[src/rtl/cam_capture_writer_if.sv]
// Bundle between the camera pins, the capture writer and the 1-bit frame-buffer write port.
// Optional CAPTURE_ARM_EN adds capture_req/armed for single-shot capture.
interface cam_capture_writer_if;
  logic        cam_pclk;
  logic        cam_vsync;
  logic        cam_href;
  logic [7:0]  cam_data;

  // Write is a one-cycle strobe with no back-pressure: Addr/WData are valid
  // only while Write=1, and the frame buffer must accept every strobe.
  logic        Write;
  logic [18:0] Addr;
  logic        WData;
  logic        frame_done;
  logic        busy;
  logic [1:0]  dbg_state;
`ifdef CAPTURE_ARM_EN
  logic        capture_req;
  logic        armed;
`endif

`ifdef CAPTURE_ARM_EN
  modport slave (
    input  cam_pclk, cam_vsync, cam_href, cam_data, capture_req,
    output Write, Addr, WData, frame_done, busy, dbg_state, armed
  );
  modport master (
    output cam_pclk, cam_vsync, cam_href, cam_data, capture_req,
    input  Write, Addr, WData, frame_done, busy, dbg_state, armed
  );
`else
  modport slave (
    input  cam_pclk, cam_vsync, cam_href, cam_data,
    output Write, Addr, WData, frame_done, busy, dbg_state
  );
  modport master (
    output cam_pclk, cam_vsync, cam_href, cam_data,
    input  Write, Addr, WData, frame_done, busy, dbg_state
  );
`endif
endinterface

[src/rtl/cam_capture_writer.sv]
// Camera YUV422 capture -> thresholded 1-bit raster writes into the frame buffer.
// Define CAPTURE_ARM_EN for single-shot capture armed by capture_req.
module cam_capture_writer #(
  parameter int H_ACT    = 640,
  parameter int V_ACT    = 480,
  parameter int Y_THRESH = 128
) (
  input  logic                dclk,
  input  logic                clr_n,
  cam_capture_writer_if.slave bus
);

  localparam int CW = $clog2(H_ACT + 1);
  localparam int RW = $clog2(V_ACT + 1);
  localparam logic [CW-1:0] H_MAX  = CW'(H_ACT);
  localparam logic [RW-1:0] V_MAX  = RW'(V_ACT);
  localparam logic [RW-1:0] V_LAST = RW'(V_ACT - 1);
  localparam logic [18:0]   H_STEP = 19'(H_ACT);
  localparam logic [8:0]    Y_TH9  = 9'(Y_THRESH);

  typedef enum logic [1:0] {
    S_IDLE      = 2'd0,
    S_VBLANK    = 2'd1,
    S_WAIT_LINE = 2'd2,
    S_LINE      = 2'd3
  } state_t;

  // Single-shot capture parks in IDLE so a new request can re-arm it.
`ifdef CAPTURE_ARM_EN
  localparam state_t S_REST = S_IDLE;
`else
  localparam state_t S_REST = S_VBLANK;
`endif

  logic [2:0]    r_pclk_sync;
  logic [1:0]    r_vs_sync;
  logic [1:0]    r_href_sync;
  logic [7:0]    r_data_s1;
  logic [7:0]    r_data_s2;

  state_t        r_state;
  logic [RW-1:0] r_row;
  logic [CW-1:0] r_col;
  logic          r_phase;
  logic [18:0]   r_base;
  logic          r_vs_prev;
  logic          r_write;
  logic [18:0]   r_addr;
  logic          r_wdata;
  logic          r_frame_done;
  logic          r_busy;

  logic          w_edge;
  logic          w_vs;
  logic          w_href;
  logic          w_ybit;
  logic          w_go;

  always_ff @(posedge dclk or negedge clr_n) begin
    if (!clr_n) begin
      r_pclk_sync <= '0;
      r_vs_sync   <= '0;
      r_href_sync <= '0;
      r_data_s1   <= '0;
      r_data_s2   <= '0;
    end else begin
      r_pclk_sync <= {r_pclk_sync[1:0], bus.cam_pclk};
      r_vs_sync   <= {r_vs_sync[0], bus.cam_vsync};
      r_href_sync <= {r_href_sync[0], bus.cam_href};
      r_data_s1   <= bus.cam_data;
      r_data_s2   <= r_data_s1;
    end
  end

  assign w_edge = r_pclk_sync[1] & ~r_pclk_sync[2];
  assign w_vs   = r_vs_sync[1];
  assign w_href = r_href_sync[1];
  assign w_ybit = ({1'b0, r_data_s2} >= Y_TH9);

`ifdef CAPTURE_ARM_EN
  logic r_armed;
  logic w_end;

  assign w_end = w_edge && (r_state == S_WAIT_LINE || r_state == S_LINE) &&
                 (w_vs || (r_state == S_LINE && !w_href && r_col != '0 && r_row == V_LAST));

  always_ff @(posedge dclk or negedge clr_n) begin
    if (!clr_n) begin
      r_armed <= 1'b0;
    end else if (w_end) begin
      r_armed <= 1'b0;
    end else if (bus.capture_req && r_state == S_IDLE) begin
      r_armed <= 1'b1;
    end
  end

  assign w_go      = r_armed;
  assign bus.armed = r_armed;
`else
  assign w_go = 1'b1;
`endif

  always_ff @(posedge dclk or negedge clr_n) begin
    if (!clr_n) begin
      r_state      <= S_IDLE;
      r_row        <= '0;
      r_col        <= '0;
      r_phase      <= 1'b0;
      r_base       <= '0;
      r_vs_prev    <= 1'b0;
      r_write      <= 1'b0;
      r_addr       <= '0;
      r_wdata      <= 1'b0;
      r_frame_done <= 1'b0;
      r_busy       <= 1'b0;
    end else begin
      r_write      <= 1'b0;
      r_frame_done <= 1'b0;
      if (w_edge) begin
        r_vs_prev <= w_vs;
        case (r_state)
          S_IDLE: begin
            if (w_vs && w_go) r_state <= S_VBLANK;
          end
          S_VBLANK: begin
            if (r_vs_prev && !w_vs) begin
              r_state <= S_WAIT_LINE;
              r_busy  <= 1'b1;
              r_row   <= '0;
              r_base  <= '0;
            end
          end
          S_WAIT_LINE: begin
            if (w_vs) begin
              r_state <= S_REST;
              r_busy  <= 1'b0;
            end else if (w_href) begin
              // The line's first byte is its first Y sample at column 0.
              r_state <= S_LINE;
              r_phase <= 1'b1;
              r_col   <= (H_MAX != '0) ? CW'(1) : '0;
              if (r_row < V_MAX && H_MAX != '0) begin
                r_write <= 1'b1;
                r_addr  <= r_base;
                r_wdata <= w_ybit;
              end
            end
          end
          S_LINE: begin
            if (w_vs) begin
              r_state <= S_REST;
              r_busy  <= 1'b0;
            end else if (!w_href) begin
              r_col   <= '0;
              r_phase <= 1'b0;
              if (r_col != '0 && r_row == V_LAST) begin
                r_row        <= V_MAX;
                r_frame_done <= 1'b1;
                r_state      <= S_REST;
                r_busy       <= 1'b0;
              end else begin
                r_state <= S_WAIT_LINE;
                if (r_col != '0 && r_row < V_MAX) begin
                  r_row  <= r_row + RW'(1);
                  r_base <= r_base + H_STEP;
                end
              end
            end else if (!r_phase) begin
              r_phase <= 1'b1;
              if (r_col < H_MAX) begin
                r_col <= r_col + CW'(1);
                if (r_row < V_MAX) begin
                  r_write <= 1'b1;
                  r_addr  <= r_base + 19'(r_col);
                  r_wdata <= w_ybit;
                end
              end
            end else begin
              r_phase <= 1'b0;
            end
          end
          default: begin
            r_state <= S_IDLE;
            r_busy  <= 1'b0;
          end
        endcase
      end
    end
  end

  assign bus.Write      = r_write;
  assign bus.Addr       = r_addr;
  assign bus.WData      = r_wdata;
  assign bus.frame_done = r_frame_done;
  assign bus.busy       = r_busy;
  assign bus.dbg_state  = r_state;

endmodule

[src/flat_wrapper.sv]
// flat-port wrapper written by rule: the top's interface ports become plain ports
module cam_capture_writer_flat 
#(
  parameter int H_ACT    = 640,
  parameter int V_ACT    = 480,
  parameter int Y_THRESH = 128
)
  (dclk, clr_n, bus_cam_pclk, bus_cam_vsync, bus_cam_href, bus_cam_data, bus_Write, bus_Addr, bus_WData, bus_frame_done, bus_busy, bus_dbg_state);
  cam_capture_writer_if bus_i ();
  input  logic dclk;
  input  logic clr_n;
  input wire logic [$bits(bus_i.cam_pclk)-1:0] bus_cam_pclk;
  input wire logic [$bits(bus_i.cam_vsync)-1:0] bus_cam_vsync;
  input wire logic [$bits(bus_i.cam_href)-1:0] bus_cam_href;
  input wire logic [$bits(bus_i.cam_data)-1:0] bus_cam_data;
  output wire logic [$bits(bus_i.Write)-1:0] bus_Write;
  output wire logic [$bits(bus_i.Addr)-1:0] bus_Addr;
  output wire logic [$bits(bus_i.WData)-1:0] bus_WData;
  output wire logic [$bits(bus_i.frame_done)-1:0] bus_frame_done;
  output wire logic [$bits(bus_i.busy)-1:0] bus_busy;
  output wire logic [$bits(bus_i.dbg_state)-1:0] bus_dbg_state;
  assign bus_i.cam_pclk = bus_cam_pclk;
  assign bus_i.cam_vsync = bus_cam_vsync;
  assign bus_i.cam_href = bus_cam_href;
  assign bus_i.cam_data = bus_cam_data;
  assign bus_Write = bus_i.Write;
  assign bus_Addr = bus_i.Addr;
  assign bus_WData = bus_i.WData;
  assign bus_frame_done = bus_i.frame_done;
  assign bus_busy = bus_i.busy;
  assign bus_dbg_state = bus_i.dbg_state;
  cam_capture_writer #(.H_ACT(H_ACT), .V_ACT(V_ACT), .Y_THRESH(Y_THRESH)) u_core (.dclk(dclk), .clr_n(clr_n), .bus(bus_i));
endmodule
[config.mk]
export PLATFORM = sky130hd
export DESIGN_NAME = cam_capture_writer_flat
export DESIGN_NICKNAME = d
export VERILOG_FILES = /design/src/rtl/cam_capture_writer_if.sv /design/src/rtl/cam_capture_writer.sv /design/src/flat_wrapper.sv
export SDC_FILE = /design/constraint.sdc
export NUM_CORES = 1
export LEC_CHECK = 0
export BUFFER_PORTS_ARGS = -buffer_cell sky130_fd_sc_hd__buf_2
export CAP_MARGIN = 20
export CORE_AREA = 3 3 112 114
export CTS_BUF_LIST = sky130_fd_sc_hd__clkbuf_4
export CTS_CLUSTER_SIZE = 25
export DETAILED_ROUTE_END_ITERATION = 12
export DIE_AREA = 0 0 115 117
export PLACE_DENSITY_LB_ADDON = 0.12
export SYNTH_ARGS = -nofsm -noshare
export SYNTH_HDL_FRONTEND = slang
export SYNTH_SLANG_ARGS = --single-unit
[constraint.sdc]
create_clock -name dclk -period 2.4 [get_ports dclk]
set_input_delay 0.48 -clock dclk [delete_from_list [all_inputs] [get_ports dclk]]
set_output_delay 0.48 -clock dclk [all_outputs]
set_load 0.02 [all_outputs]
==> impl_metrics.json, run 1 <==
{
  "powerDensity_nw_per_um2": 800,
  "dpl.hpwl_mm": 5.43,
  "finalHoldViolCount": 0,
  "met3_usage_pct": 4.68,
  "diodes": 0,
  "synth.avg_cell_area_um2": 9.79,
  "ys_seq_area_share_pct": 48.4,
  "num_vias": 2686,
  "via_per_inst": 5.00,
  "final_cell_mix": "dfrtp_1, nand2_1, buf_2",
  "p_leak_nw": 1.83,
  "ys_types": 58,
  "setup_viol": 0,
  "regArea_um2": 1680,
  "placementRows": 39,
  "cts-root-buf": "clkbuf_4",
  "clock_power_share_pct": 25.6,
  "max_cap_viol_count": 0,
  "cp-end-kind": "flip-flop",
  "netlist_area_um2": 3470,
  "cts-resized-gates": 0,
  "drt_wl_total_mm": 7.90,
  "overflow": 0,
  "drive_gt1_share_pct": 19.0,
  "wl_per_cell_um": 14.7,
  "fmax_mhz": 458,
  "clk_pin_slew_ps": 110,
  "ctsHoldBuffers": 0,
  "holdWs_ps": 62.9,
  "worstReg2RegStart": "u_core.r_row[0]$_DFFE_PN0P_",
  "synth_fp_nets": 375,
  "fin_nets": 411,
  "min_period_ps": 2180,
  "ys_warn_count": 0,
  "ys_ff_latch": 67,
  "finalCritPeriodShare_pct": 91.0,
  "syn_to_final_growth_pct": 15.0,
  "multiInputGateArea_um2": 1660,
  "async_flop_share_pct": 100,
  "final_common_cell": "dfrtp_1",
  "power_switching_w": 0.00113,
  "critPathRequiredTime_ps": 2720,
  "tns_ps": 0,
  "clock_latency_ps": 420,
  "drt_iter0_drc": 164,
  "die_w_um": 115,
  "rsz0062_at_grt": "false",
  "numCtsBuffers": 9,
  "comb_power_share_pct": 30.1,
  "tritoncts_num_sinks": 67,
  "outcome": "finished clean",
  "synth_edf_count": 0,
  "busiest_layer": "met2",
  "synthTopCellsByArea": "dfrtp_1, nand2_1, o21ai_0, xor2_1, a31oi_1",
  "hp-class": "input port to async pin",
  "grt_pass1_wl_mm": 13.8,
  "core_um2": 11500,
  "synthFlopType": "dfrtp_1",
  "tightest_slew_ps": 594,
  "finalWeightedCongestion": 0.757,
  "skew_ps": 16.8,
  "h-tree-depth": 3,
  "grt.total_usage_pct": 13.1,
  "slew_headroom_pct": 60.0,
  "fillerInstances": 1209,
  "arrival_ps": 2510,
  "seq_power_share_pct": 44.3,
  "die_y_um": 117,
  "clockBufferDepth": 2,
  "antenna_found_initial": 0,
  "switching_share_pct": 35.5,
  "maxSlewViolCount": 0,
  "start_kind": "flip-flop",
  "ios": 38,
  "tritoncts": "built",
  "grt_start_max_net_pins": 68,
  "yosysTopAreaCell": "dfrtp_1",
  "first_pass_iters": 4,
  "synth_cells": 354,
  "numPortBuffers": 30,
  "grt_pass1_vias": 2699,
  "post_cts_buffers": 0,
  "drc": 0,
  "die_area_um2": 13500,
  "peakVddDrop_uv": 418,
  "path_max_fanout": 7,
  "ant_nets": 0,
  "p_int_w": 0.00206,
  "reg2regPathDepth": 6,
  "initial_utilization_pct": 30.1,
  "r2r_setup_slack_ps": 220,
  "synth_top_area_share_pct": 48.4,
  "met1_usage_pct": 17.7,
  "met2_usage_pct": 19.9,
  "crit_type": "flip-flop to flip-flop",
  "rr_endpoint": "u_core.r_base[9]$_DFFE_PN0P_"
}
[worst max-delay path, stage by stage, from the launching register on]
cell	delay, ps
dfrtp_1	380
ha_1	210
and4_1	310
nand4_1	170
nor2_1	430
nor2_1	250
a221o_1	340
[cell usage after synthesis (all sizes together) (3+ instances only)]
cell type	number
a21o	7
a21oi	14
a22o	4
a31oi	17
and2	4
and3	6
and4	6
buf	12
clkbuf	12
dfrtp	67
ha	8
inv	3
mux2	3
mux2i	3
nand2	51
nand3	13
nand4	4
nor2	15
nor2b	5
nor3	4
nor3b	4
nor4	7
o21ai	27
o21bai	3
o31ai	8
xnor2	7
xor2	14
[registers in the layout (all words and copies together), names as in the netlist, 2 cells and up]
name                  flops
u_core.bus.Addr          19
u_core.bus.dbg_state      2
u_core.r_base            12
u_core.r_col             10
u_core.r_href_sync        2
u_core.r_pclk_sync        3
u_core.r_row              9
u_core.r_vs_sync          2
[logic make-up after synthesis]
group                      Yosys count  synth area share, %
and+or+nand+nor                    129                 20.1
adders and majority gates            8                 2.89
other                                1                0.108
DFF                                 67                 48.4
buffers and inverters               28                 3.68
AOI/OAI and AO/OA                   94                 17.7
muxes                                6                 1.84
xor gates and xnor gates            21                 5.31
[stage by stage]
step           area (um2)  util (%)  power [W]  setup WS [ps]  instances
2_1_floorplan        3470         -    0.00206            559        354
3_3_place_gp         3840      33.3    0.00240            299        522
3_5_place_dp         3840      33.3    0.00241            252        522
4_1_cts              3990      34.6    0.00326            248        537
5_1_grt              3990      34.6    0.00344            103        537
6_report             3990      34.6    0.00319            216        537
[worst max-delay path by stage]
stage                                       start                           end  slack [ps]  cells after the start
CTS                   u_core.r_row[0]$_DFFE_PN0P_  u_core.r_base[9]$_DFFE_PN0P_         250                      6
floorplan           u_core.r_vs_sync[1]$_DFF_PN0_   u_core.r_col[4]$_DFFE_PN0P_         560                      7
detailed placement    u_core.r_row[0]$_DFFE_PN0P_  u_core.r_base[9]$_DFFE_PN0P_         250                      6
global route          u_core.r_row[0]$_DFFE_PN0P_  u_core.r_base[9]$_DFFE_PN0P_         100                      6
finish                u_core.r_row[0]$_DFFE_PN0P_  u_core.r_base[9]$_DFFE_PN0P_         220                      6
global placement      u_core.r_row[0]$_DFFE_PN0P_  u_core.r_base[9]$_DFFE_PN0P_         300                      6
[final cells by class]
class                           instances  area share [%]
Clock buffer                            9            1.69
Tap cell                              143            4.49
Sequential cell                        67            42.1
Timing Repair Buffer                   49            7.66
Clock inverter                          6            2.04
Multi-Input combinational cell        259            41.7
Inverter                                4           0.377
[per-layer routing]
metal  vias to the layer above  part of all wire [%]
met5                         -                     0
met4                         0                   1.1
met3                         6                   4.1
met2                        48                    43
met1                      1280                    51
li1                       1352                     -
[power groups by stage]
| stage | clock (W) | sequential [W] | combinational, W |
|---|---|---|---|
| 6_report | 0.000817 | 0.00141 | 0.000961 |
| 5_1_grt | 0.000924 | 0.00144 | 0.00108 |
| 4_1_cts | 0.000869 | 0.00141 | 0.000974 |
| 3_5_place_dp | 0 | 0.00144 | 0.000970 |
| 3_3_place_gp | 0 | 0.00143 | 0.000963 |
| 2_1_floorplan | 0 | 0.00157 | 0.000489 |
No activity file was read; power rests on OpenSTA's default activity.
==> run 2, diff against run 1 <==
Settings changed: MAX_ROUTING_LAYER from default to met4.
==> run 2 against run 1 <==
  * Maximum frequency rose by 0.26%
  * Count of clock-buffer cells in the layout is the same
  * Die area did not move
  * Register-to-register slack barely moved
  * Cell area about the same
  * Sequential share of layout area barely moved
  * Non-clock buffer count unchanged
  * Wire length down 0.16%
  * Setup slack improved by 5.6 ps
  * Final cell count increased by 0.19%
  * Sequential power about the same
  * Critical path type unchanged
  * Highest routed layer unchanged
==> impl_metrics.json, run 2 (same netlist as run 1, synthesis figures left out) <==
{
  "ios": 38,
  "fmax_mhz": 459,
  "maxSlewViolCount": 0,
  "ant_nets": 0,
  "switching_share_pct": 35.5,
  "finalWeightedCongestion": 0.767,
  "m1WireLength_mm": 4.06,
  "start_kind": "flip-flop",
  "comb_power_share_pct": 30.1,
  "tightest_slew_ps": 580,
  "critPathRequiredTime_ps": 2720,
  "min_period_ps": 2180,
  "final_common_cell": "dfrtp_1",
  "path_max_fanout": 7,
  "wl_met3_um": 285,
  "rsz0062_at_grt": "false",
  "tritoncts": "built",
  "drt_iter0_drc": 167,
  "finalHoldViolCount": 0,
  "grt_start_max_net_pins": 68,
  "overflow": 0,
  "postLayoutSetupSlackWorst_ps": 222,
  "tritoncts_num_sinks": 67,
  "seq_power_share_pct": 44.2,
  "setup_viol": 0,
  "drc": 0,
  "post-route-util_pct": 34.6,
  "numCtsBuffers": 9,
  "cts-root-buf": "clkbuf_4",
  "antenna_found_initial": 0,
  "cts-resized-gates": 0,
  "post_cts_buffers": 0,
  "power_switching_w": 0.00113,
  "ctsHoldBuffers": 0,
  "placementRows": 39,
  "die_y_um": 117,
  "outcome": "finished clean",
  "max_cap_viol_count": 0,
  "h-tree-depth": 3,
  "fin_nets": 411,
  "final_cell_mix": "dfrtp_1, nand2_1, buf_2",
  "powerDensity_nw_per_um2": 800,
  "drt_wl_total_mm": 7.89,
  "totalPowerFinal_w": 0.00319,
  "dpl.hpwl_mm": 5.43,
  "die_area_um2": 13500,
  "finalCritPeriodShare_pct": 90.8,
  "via_per_inst": 5.01,
  "initial_utilization_pct": 30.1,
  "crit_type": "flip-flop to flip-flop",
  "cp-end-kind": "flip-flop",
  "peakVddDrop_uv": 418,
  "grt_pass1_wl_mm": 13.8,
  "grt.total_usage_pct": 13.5,
  "clock_power_share_pct": 25.6,
  "first_pass_iters": 4,
  "die_w_um": 115,
  "num_vias": 2696,
  "wl_per_cell_um": 14.7,
  "skew_ps": 18.9,
  "syn_to_final_growth_pct": 15.1,
  "largest_reg_flops": 19,
  "drive_gt1_share_pct": 19.0,
  "p_leak_nw": 1.83,
  "routed.top_layer": "met4",
  "wl_met2_mm": 3.45,
  "place_ws_ps": 252,
  "tns_ps": 0,
  "p_int_w": 0.00206,
  "hp-class": "input port to async pin",
  "clockBufferDepth": 2,
  "numPortBuffers": 30,
  "clk_pin_slew_ps": 120,
  "core_um2": 11500,
  "slew_headroom_pct": 61.0,
  "arrival_ps": 2500,
  "grt_pass1_vias": 2697,
  "clock_latency_ps": 420
}
==> run 2: changes by cell type in the layout (fill, tap and decap cells not counted), sizes merged <==
| cell | delta |
|---|---|
| diode | +1 |
==> run 2: cell type report <==
class | count | area, um2
Clock buffer | 9 | 67.6
Multi-Input combinational cell | 259 | 1660
Clock inverter | 6 | 81.3
Inverter | 4 | 15.0
Timing Repair Buffer | 49 | 305
Fill cell | 1210 | 7530
Tap cell | 143 | 179
Sequential cell | 67 | 1680
Antenna cell | 1 | 2.50
==> run 2: worst max-delay path: stages, from the launching register on <==
cell	delay, ps
dfrtp_1	380
ha_1	210
and4_1	310
nand4_1	170
nor2_1	430
nor2_1	250
a221o_1	340
==> run 2: worst paths after layout <==
kind	start	endpoint	slack, ps	cells past startpoint
worst max-delay path	u_core.r_row[0]$_DFFE_PN0P_	u_core.r_base[9]$_DFFE_PN0P_	220	6
worst min-delay path	clr_n	u_core.r_data_s2[7]$_DFF_PN0_	70	2
worst max register to register	u_core.r_row[0]$_DFFE_PN0P_	u_core.r_base[9]$_DFFE_PN0P_	220	6
worst min register to register	u_core.r_pclk_sync[0]$_DFF_PN0_	u_core.r_pclk_sync[1]$_DFF_PN0_	360	0
max in group asynchronous	clr_n	u_core.r_row[7]$_DFFE_PN0P_	2040	2
min in group dclk	bus_cam_data[7]	u_core.r_data_s1[7]$_DFF_PN0_	160	1
==> run 2: metal layers <==
layer  up-vias  global-route usage (%)
met1      1295                    17.7
met5         -                       -
met3         5                    4.68
met2        42                    19.9
li1       1354                       -
met4         0                    3.36
==> run 2: power by group through the flow <==
stage          registers (W)  clock network, W  logic [W]
2_1_floorplan        0.00157                 0   0.000489
5_1_grt              0.00144          0.000924    0.00108
3_5_place_dp         0.00144                 0   0.000970
3_3_place_gp         0.00143                 0   0.000963
6_report             0.00141          0.000818   0.000961
4_1_cts              0.00141          0.000869   0.000974
==> run 2: metrics by stage <==
step           hold WS [ps]  cells  instance area (um2)
2_1_floorplan           184    354                 3470
3_3_place_gp            333    522                 3840
3_5_place_dp            336    522                 3840
4_1_cts                37.6    537                 3990
5_1_grt                33.3    537                 3990
6_report               65.5    538                 3990
